$ cat config.mk
export PLATFORM = sky130hd
export DESIGN_NAME = sha256_msg_schedule
export DESIGN_NICKNAME = d
export VERILOG_FILES = /design/src/rtl/sha256_msg_schedule.sv
export SDC_FILE = /design/constraint.sdc
export NUM_CORES = 2
export LEC_CHECK = 0
export CORE_AREA = 5 5 169 333
export DETAILED_ROUTE_END_ITERATION = 8
export DIE_AREA = 0 0 174 338
export HOLD_SLACK_MARGIN = 0.1
export PLACE_DENSITY = 0.81
export SLEW_MARGIN = 40
export SYNTH_ARGS = -nofsm -noshare
export SYNTH_HDL_FRONTEND = slang
export SYNTH_SLANG_ARGS = --single-unit
$ cat constraint.sdc
create_clock -name clk -period 4.55 [get_ports clk]
set_input_delay 0.91 -clock clk [delete_from_list [all_inputs] [get_ports clk]]
set_output_delay 0.91 -clock clk [all_outputs]
set_load 0.01 [all_outputs]
$ cat src/rtl/sha256_msg_schedule.sv
// SHA-256 message schedule: streams W[0..ROUNDS-1] from a 16-word sliding window.
// Optional SHA256_SCHED_KCONST_EN adds k_out carrying the round constant K[round_idx].
module sha256_msg_schedule #(
  parameter int ROUNDS = 64
) (
  input  logic         clk,
  input  logic         n_rst,
  input  logic [511:0] block_in,
  input  logic         start,
  input  logic         clear,
  input  logic         w_ready,
  output logic [31:0]  w_out,
  output logic         w_valid,
  output logic [5:0]   round_idx,
  output logic         busy,
  output logic         done
`ifdef SHA256_SCHED_KCONST_EN
  ,
  output logic [31:0]  k_out
`endif
);

  typedef enum logic [1:0] {
    IDLE,
    RUN,
    DONE
  } state_t;

  localparam logic [5:0] T_LAST = 6'(ROUNDS - 1);

  state_t      state;
  state_t      state_nxt;
  logic [31:0] win [16];
  logic [5:0]  t;
  logic [31:0] w_new;
  logic        load;
  logic        shift;

  function automatic logic [31:0] sig0(input logic [31:0] x);
    return {x[6:0], x[31:7]} ^ {x[17:0], x[31:18]} ^ (x >> 3);
  endfunction

  function automatic logic [31:0] sig1(input logic [31:0] x);
    return {x[16:0], x[31:17]} ^ {x[18:0], x[31:19]} ^ (x >> 10);
  endfunction

  assign w_new     = sig1(win[14]) + win[9] + sig0(win[1]) + win[0];
  assign w_out     = win[0];
  assign round_idx = t;

  // State register
  always_ff @(posedge clk or negedge n_rst) begin
    if (!n_rst) state <= IDLE;
    else        state <= state_nxt;
  end

  // Next state, handshake outputs and datapath strobes
  always_comb begin
    state_nxt = state;
    w_valid   = 1'b0;
    busy      = 1'b0;
    done      = 1'b0;
    load      = 1'b0;
    shift     = 1'b0;
    unique case (state)
      IDLE: begin
        if (!clear && start) begin
          state_nxt = RUN;
          load      = 1'b1;
        end
      end
      RUN: begin
        w_valid = 1'b1;
        busy    = 1'b1;
        if (clear) begin
          state_nxt = IDLE;
        end else if (w_ready) begin
          if (t == T_LAST) state_nxt = DONE;
          else             shift     = 1'b1;
        end
      end
      DONE: begin
        busy      = 1'b1;
        done      = 1'b1;
        state_nxt = IDLE;
      end
      default: state_nxt = IDLE;
    endcase
  end

  // Window load/shift and round counter; t saturates at the last round
  always_ff @(posedge clk or negedge n_rst) begin
    if (!n_rst) begin
      for (int i = 0; i < 16; i++) win[i] <= '0;
      t <= '0;
    end else if (clear) begin
      t <= '0;
    end else if (load) begin
      for (int i = 0; i < 16; i++)
        win[i] <= block_in[511 - 32*i -: 32];
      t <= '0;
    end else if (shift) begin
      for (int i = 0; i < 15; i++) win[i] <= win[i+1];
      win[15] <= w_new;
      t       <= t + 6'd1;
    end else if (state == DONE) begin
      t <= '0;
    end
  end

`ifdef SHA256_SCHED_KCONST_EN
  localparam logic [31:0] KTAB [64] = '{
    32'h428a2f98, 32'h71374491, 32'hb5c0fbcf, 32'he9b5dba5,
    32'h3956c25b, 32'h59f111f1, 32'h923f82a4, 32'hab1c5ed5,
    32'hd807aa98, 32'h12835b01, 32'h243185be, 32'h550c7dc3,
    32'h72be5d74, 32'h80deb1fe, 32'h9bdc06a7, 32'hc19bf174,
    32'he49b69c1, 32'hefbe4786, 32'h0fc19dc6, 32'h240ca1cc,
    32'h2de92c6f, 32'h4a7484aa, 32'h5cb0a9dc, 32'h76f988da,
    32'h983e5152, 32'ha831c66d, 32'hb00327c8, 32'hbf597fc7,
    32'hc6e00bf3, 32'hd5a79147, 32'h06ca6351, 32'h14292967,
    32'h27b70a85, 32'h2e1b2138, 32'h4d2c6dfc, 32'h53380d13,
    32'h650a7354, 32'h766a0abb, 32'h81c2c92e, 32'h92722c85,
    32'ha2bfe8a1, 32'ha81a664b, 32'hc24b8b70, 32'hc76c51a3,
    32'hd192e819, 32'hd6990624, 32'hf40e3585, 32'h106aa070,
    32'h19a4c116, 32'h1e376c08, 32'h2748774c, 32'h34b0bcb5,
    32'h391c0cb3, 32'h4ed8aa4a, 32'h5b9cca4f, 32'h682e6ff3,
    32'h748f82ee, 32'h78a5636f, 32'h84c87814, 32'h8cc70208,
    32'h90befffa, 32'ha4506ceb, 32'hbef9a3f7, 32'hc67178f2
  };

  assign k_out = w_valid ? KTAB[t] : '0;
`endif

endmodule

[Yosys cells after proc, flatten, opt, wreduce, memory -nomap -nowiden]
Index checks and enable logic that the tools add are counted.
Word-level totals
  input bits: 517
  logic and storage cells: 61
  flip-flop bits (word level): 520
Cells by class
  add/sub/neg operators: 4
  reduce and logical (&&, ||, !) cells: 8
  bitwise logic cells: 5
  multiplexer cells: 20
  equality and inequality tests: 6
Operators by type and width (number)
  $mux W512: 2
  $add A32 B32 Y32: 3
  $xor A32 B32 Y32: 2
  $xor A32 B22 Y32: 1
  $xor A32 B29 Y32: 1
  $mux W6: 4
  $mux W1: 9
  $mux W2: 4
  $add A6 B1 Y6 const B: 1
  $eq A6 B6 Y1 const B: 1
  $ne A3 B3 Y1 const B: 2
  $pmux W2 S2: 1
  $reduce_bool A4 Y1: 1
  $reduce_and A3 Y1: 1
  $eq A2 B1 Y1 const B: 1
  $eq A2 B2 Y1 const B: 1
  $logic_not A2 Y1: 1
  $ne A2 B2 Y1 const B: 1
  $reduce_and A2 Y1: 1
  $reduce_bool A2 Y1: 1
  $reduce_or A2 Y1: 1
  $logic_and A1 B1 Y1: 1
  $logic_not A1 Y1: 1
  $not A1 Y1: 1

[Longest topological paths before layout]
  depth in word-level cells: 8
  mapped depth: 17
  depth with buffers taken out: 16

[Worst setup path before layout]
Ideal clock, no wire load.
  path type: reg-to-reg
  start point: reg win[50] (netlist bit)
  end point: reg win[25] (netlist bit)
  stages on the path, launching flop included: 18
  buffers on the path: 1
  setup slack: 0.433 ns
  arrival time: 4.034 ns
  clock period less this slack: 4.117 ns
  cells stage by stage: dfrtp_1 -> clkbuf_1 -> xor2_1 -> xnor2_1 -> fa_1 -> inv_1 -> fa_1 -> ha_1 -> fa_1 -> a21o_1 -> a21oi_1 -> o21a_1 -> o22a_1 -> o21ai_1 -> a311oi_1 -> o21bai_1 -> xnor2_1 -> o21ai_0
Between the ends
  cells in the longest elaborated chain, start to end: 7
RTL lines
  start: declaration: line 33  | logic [31:0] win [16];
  start signal: indexed assignment: line 100  | win[i] <= block_in[511 - 32*i -: 32];
  $xor A32 B32 Y32: line 44  | return {x[16:0], x[31:17]} ^ {x[18:0], x[31:19]} ^ (x >> 10);
  $xor A32 B22 Y32 *: line 44
  $add A32 B32 Y32 * (3 in a row): line 47  | assign w_new = sig1(win[14]) + win[9] + sig0(win[1]) + win[0];
  $mux W512 *: line 102  | end else if (shift) begin
  $mux W512 *: line 98  | end else if (load) begin
Mark *: on every way between the ends. The rest lies on a longest branch, timed or not. The select of a mux whose other input is x is not followed.
A chain may end at the register's enable or synchronous reset.

[Worst setup path after layout]
  start point: reg win[50] (netlist bit)
  end point: reg win[30] (netlist bit)
The elaborated chain is that of the path after synthesis.

==> results by stage <==
Logic synthesis:
- Sorting the synthesized cells by area gives the leading types as sky130_fd_sc_hd__dfrtp_1, sky130_fd_sc_hd__nand2_1, sky130_fd_sc_hd__a31oi_1, sky130_fd_sc_hd__nor2_1, sky130_fd_sc_hd__fa_1.
- Sequential elements use 46.7% of the synthesized area.
- The largest area contributor in the synthesized netlist is sky130_fd_sc_hd__dfrtp_1.
- For this run, asynchronously set or reset flops after synthesis account for 100%.
- The synthesized flop and latch total is 520.
- The top cell type by area accounts for 46.7% of the synthesized area.
- In this run the cell area of the synthesized design comes to 27,900 um^2.
- The most used flip-flop cell after synthesis is sky130_fd_sc_hd__dfrtp_1.
- In the synthesized netlist, the cells that appear most often are sky130_fd_sc_hd__nand2_1, sky130_fd_sc_hd__dfrtp_1, sky130_fd_sc_hd__nor2_1, sky130_fd_sc_hd__a31oi_1, sky130_fd_sc_hd__clkbuf_1.
- In the synthesized netlist, the number of instances is 3,428.
- The warning count from the yosys run is 0.
- After synthesis, the mean cell area works out to 8.13 um^2.
- The number of nets handed over by synthesis was 4,042.
- Counting distinct cell types in the post-synthesis netlist gives 54.
- The number of enable-type register cells in the synthesized netlist is 0.
- By instance count, the leading cell after synthesis is sky130_fd_sc_hd__nand2_1.

Setup path:
- The data arrival time of the worst path is 4.97 ns.
- The worst register-to-register path begins at win[50]$_DFFE_PN0P_.
- The critical path launch point is win[50]$_DFFE_PN0P_.
- The critical path is of the reg2reg type.
- For the worst flop-to-flop path, the logic depth is 17.
- The worst setup path is captured at a flip-flop.
- The worst endpoint required time is 5.06 ns.
- STA classifies the critical path startpoint as a flip-flop.
- The worst register-to-register path ends at win[30]$_DFFE_PN0P_.
- The reg-to-reg setup timing slack is 0.09 ns.
- The largest driver fanout on the critical path is 4.

Timing:
- In this run the tightest slew margin relative to its limit is 49.4%.
- For the final routed database, the setup TNS stands at 0 ns.
- The transition at the pin with the smallest max-transition slack is 0.757 ns.
- The final worst clock skew is 0.0263 ns.
- The share of the clock period used by the worst path after layout is 98.0%.
- Timing would allow up to 224 MHz.
- The number of hold violations in the final report is 0.
- For the finished layout, the period the worst path requires is 4.46 ns.
- Setup violations remaining at the end of the flow were counted as 0.
- Setup repair after global routing left no endpoint under its margin.
- The count of pins over their slew limit was 0.

GRT:
- The global-route wire length before repair is 165 mm.
- The initial antenna violation count was 17.
- The via count of the first global-routing pass came to 25.9k.
- Across every metal layer, demand over resource in global routing totals 37.7%.
- The final global-route overflow total is 0.
- The pin count of the biggest net entering global routing is 192.

Floorplanning:
- Pin placement for this block handled 558 I/O pins.
- The die is 174 um wide.
- The die span in y is 338 um.
- The number of placement rows is 120.
- The core region is 53,500 um^2.
- The initial standard-cell utilization of the core is 52.1%.
- The floorplan step defined a die boundary enclosing 58,800 um^2.

Layout:
- Cells fill 66.7% of the core in the end.
- The count of nets after finishing is 4,429.
- The number of fillers in the final layout is 4,438.
- The growth of design area from synthesis to finish is 28.0%.
- The finished cells cover 35,600 um^2.
- The fraction of final layout cells sized beyond drive strength 1 is 5.09%.

Clock network:
- The level count of the clock H-tree is 2.
- The clock tree from TritonCTS is yes.
- Clock tree synthesis found a total of 520 sinks.
- The clock insertion delay at the later pin of the skew report is 0.61 ns.
- The number of clock buffers added by TritonCTS is 48.
- Once the clock tree was built, the setup fixing pass inserted 0 buffers.
- In this run the clock root is driven by a sky130_fd_sc_hd__clkbuf_16.
- The maximum clock path buffer count is 3.
- Clock-pin slew was measured on the worst setup and hold paths at 0.08 ns.
- In this run, post-CTS repair resized a total of 0 instances.
- The hold-fix buffer count after cts is 0.

Place:
- The area after detailed placement is 33,900 um^2.
- The HPWL after detailed placement is 88.0 mm.
- At the end of routability-driven placement, the weighted congestion stood at 1.04.
- Buffers placed on the I/O ports in this run total 557.

Drt:
- The residual antenna-violating net count after detailed routing is 0.
- The number of vias per cell is 5.84.
- After detailed routing, the total wire length is 114 mm.
- Before antenna repair, the detailed router went through 6 iterations.
- The remaining routing DRC violations is 0.
- The first routing iteration left 3,030 violations.
- After detailed routing, the average wire length per cell comes to 25.1 um.
- The detailed router placed 26.5k vias in this run.

Worst hold path:
- The min-delay analysis places its worst path in the category in2async.

Outcome:
- The run finished with clean final reports.

Job:
- The number of max-cap violations is 0.
==> critical path, cell delays in order (launching register included) <==
cell	delay (ns)
sky130_fd_sc_hd__dfrtp_1	0.41
sky130_fd_sc_hd__buf_4	0.17
sky130_fd_sc_hd__xor2_1	0.15
sky130_fd_sc_hd__xnor2_1	0.25
sky130_fd_sc_hd__fa_1	0.50
sky130_fd_sc_hd__fa_1	0.49
sky130_fd_sc_hd__inv_1	0.04
sky130_fd_sc_hd__ha_1	0.30
sky130_fd_sc_hd__and3_4	0.20
sky130_fd_sc_hd__and3_1	0.18
sky130_fd_sc_hd__a21oi_2	0.26
sky130_fd_sc_hd__a21oi_2	0.12
sky130_fd_sc_hd__buf_4	0.16
sky130_fd_sc_hd__a31o_2	0.27
sky130_fd_sc_hd__a311oi_4	0.33
sky130_fd_sc_hd__nor3_1	0.12
sky130_fd_sc_hd__mux2_2	0.28
sky130_fd_sc_hd__o21ai_1	0.11
==> state kept, by name (all words and copies together) (netlist names) <==
signal,count
state,2
w_out,32
round_idx,6
win,480
==> how the worst max path moves through the flow <==
stage                                to  slack, ns  cells past startpoint
finish              win[30]$_DFFE_PN0P_       0.09                     17
global route        win[26]$_DFFE_PN0P_      0.009                     16
CTS                 win[11]$_DFFE_PN0P_       0.06                     17
detailed placement  win[11]$_DFFE_PN0P_       0.05                     17
global placement    win[31]$_DFFE_PN0P_       0.13                     17
floorplan           win[25]$_DFFE_PN0P_       0.43                     17
==> kinds of logic (layout without fill, tap and decap cells) <==
| kind of cell | count (synthesis) | in the layout | share of synthesized area (%) |
|---|---|---|---|
| simple gates | 1584 | 1584 | 21.8 |
| mux | 3 | 3 | 0.112 |
| buf+inv | 442 | 864 | 6.45 |
| xor+xnor | 144 | 144 | 4.53 |
| other cells | 0 | 18 | 0 |
| flops | 520 | 520 | 46.7 |
| compound gates | 638 | 638 | 14.4 |
| fa+ha+maj | 97 | 97 | 6.03 |
==> cell usage in the layout, fill, tap and decap left out, types with 18 or more instances in the layout <==
| cell type | instances |
|---|---|
| sky130_fd_sc_hd__nand2_1 | 1010 |
| sky130_fd_sc_hd__clkdlybuf4s50_1 | 556 |
| sky130_fd_sc_hd__dfrtp_1 | 520 |
| sky130_fd_sc_hd__nor2_1 | 516 |
| sky130_fd_sc_hd__a31oi_1 | 489 |
| sky130_fd_sc_hd__inv_1 | 128 |
| sky130_fd_sc_hd__xnor2_1 | 86 |
| sky130_fd_sc_hd__buf_4 | 73 |
| sky130_fd_sc_hd__fa_1 | 62 |
| sky130_fd_sc_hd__a21oi_1 | 55 |
| sky130_fd_sc_hd__xor2_1 | 54 |
| sky130_fd_sc_hd__clkbuf_16 | 48 |
| sky130_fd_sc_hd__ha_1 | 34 |
| sky130_fd_sc_hd__o21ai_0 | 32 |
| sky130_fd_sc_hd__buf_12 | 20 |
| sky130_fd_sc_hd__and3_1 | 19 |
| sky130_fd_sc_hd__diode_2 | 18 |
==> metrics by stage <==
stage	hold slack (ns)	std cells	worst slack, ns
2_1_floorplan	0.483	3428	0.433
3_3_place_gp	0.505	4434	0.126
3_5_place_dp	0.507	4435	0.0542
4_1_cts	0.245	4520	0.0580
5_1_grt	0.270	4536	0.00942
6_report	0.239	4539	0.0916
==> cell type report <==
| type | count | area, um^2 | share of cell area [%] |
|---|---|---|---|
| timing repair buffer | 651 | 6560 | 18.4 |
| sequential | 520 | 13000 | 36.5 |
| inverter | 128 | 480 | 1.35 |
| multi-input combinational | 2466 | 13100 | 36.8 |
| clock buffer | 67 | 1370 | 3.85 |
| clock inverter | 18 | 211 | 0.593 |
| antenna | 18 | 45.0 | 0.126 |
| tap | 671 | 840 | 2.36 |
==> per-layer routing <==
layer / vias up / routed length (um) / track usage, %
li1: 12000 / - / -
met4: 4 / 11800 / 32.1
met1: 12800 / 39000 / 42.7
met5: - / 21 / 0
met2: 1405 / 55200 / 62.0
met3: 332 / 7840 / 6.23
Power is not shown: default switching activity piles up to over one toggle a cycle in this logic, so the estimate is an artifact.
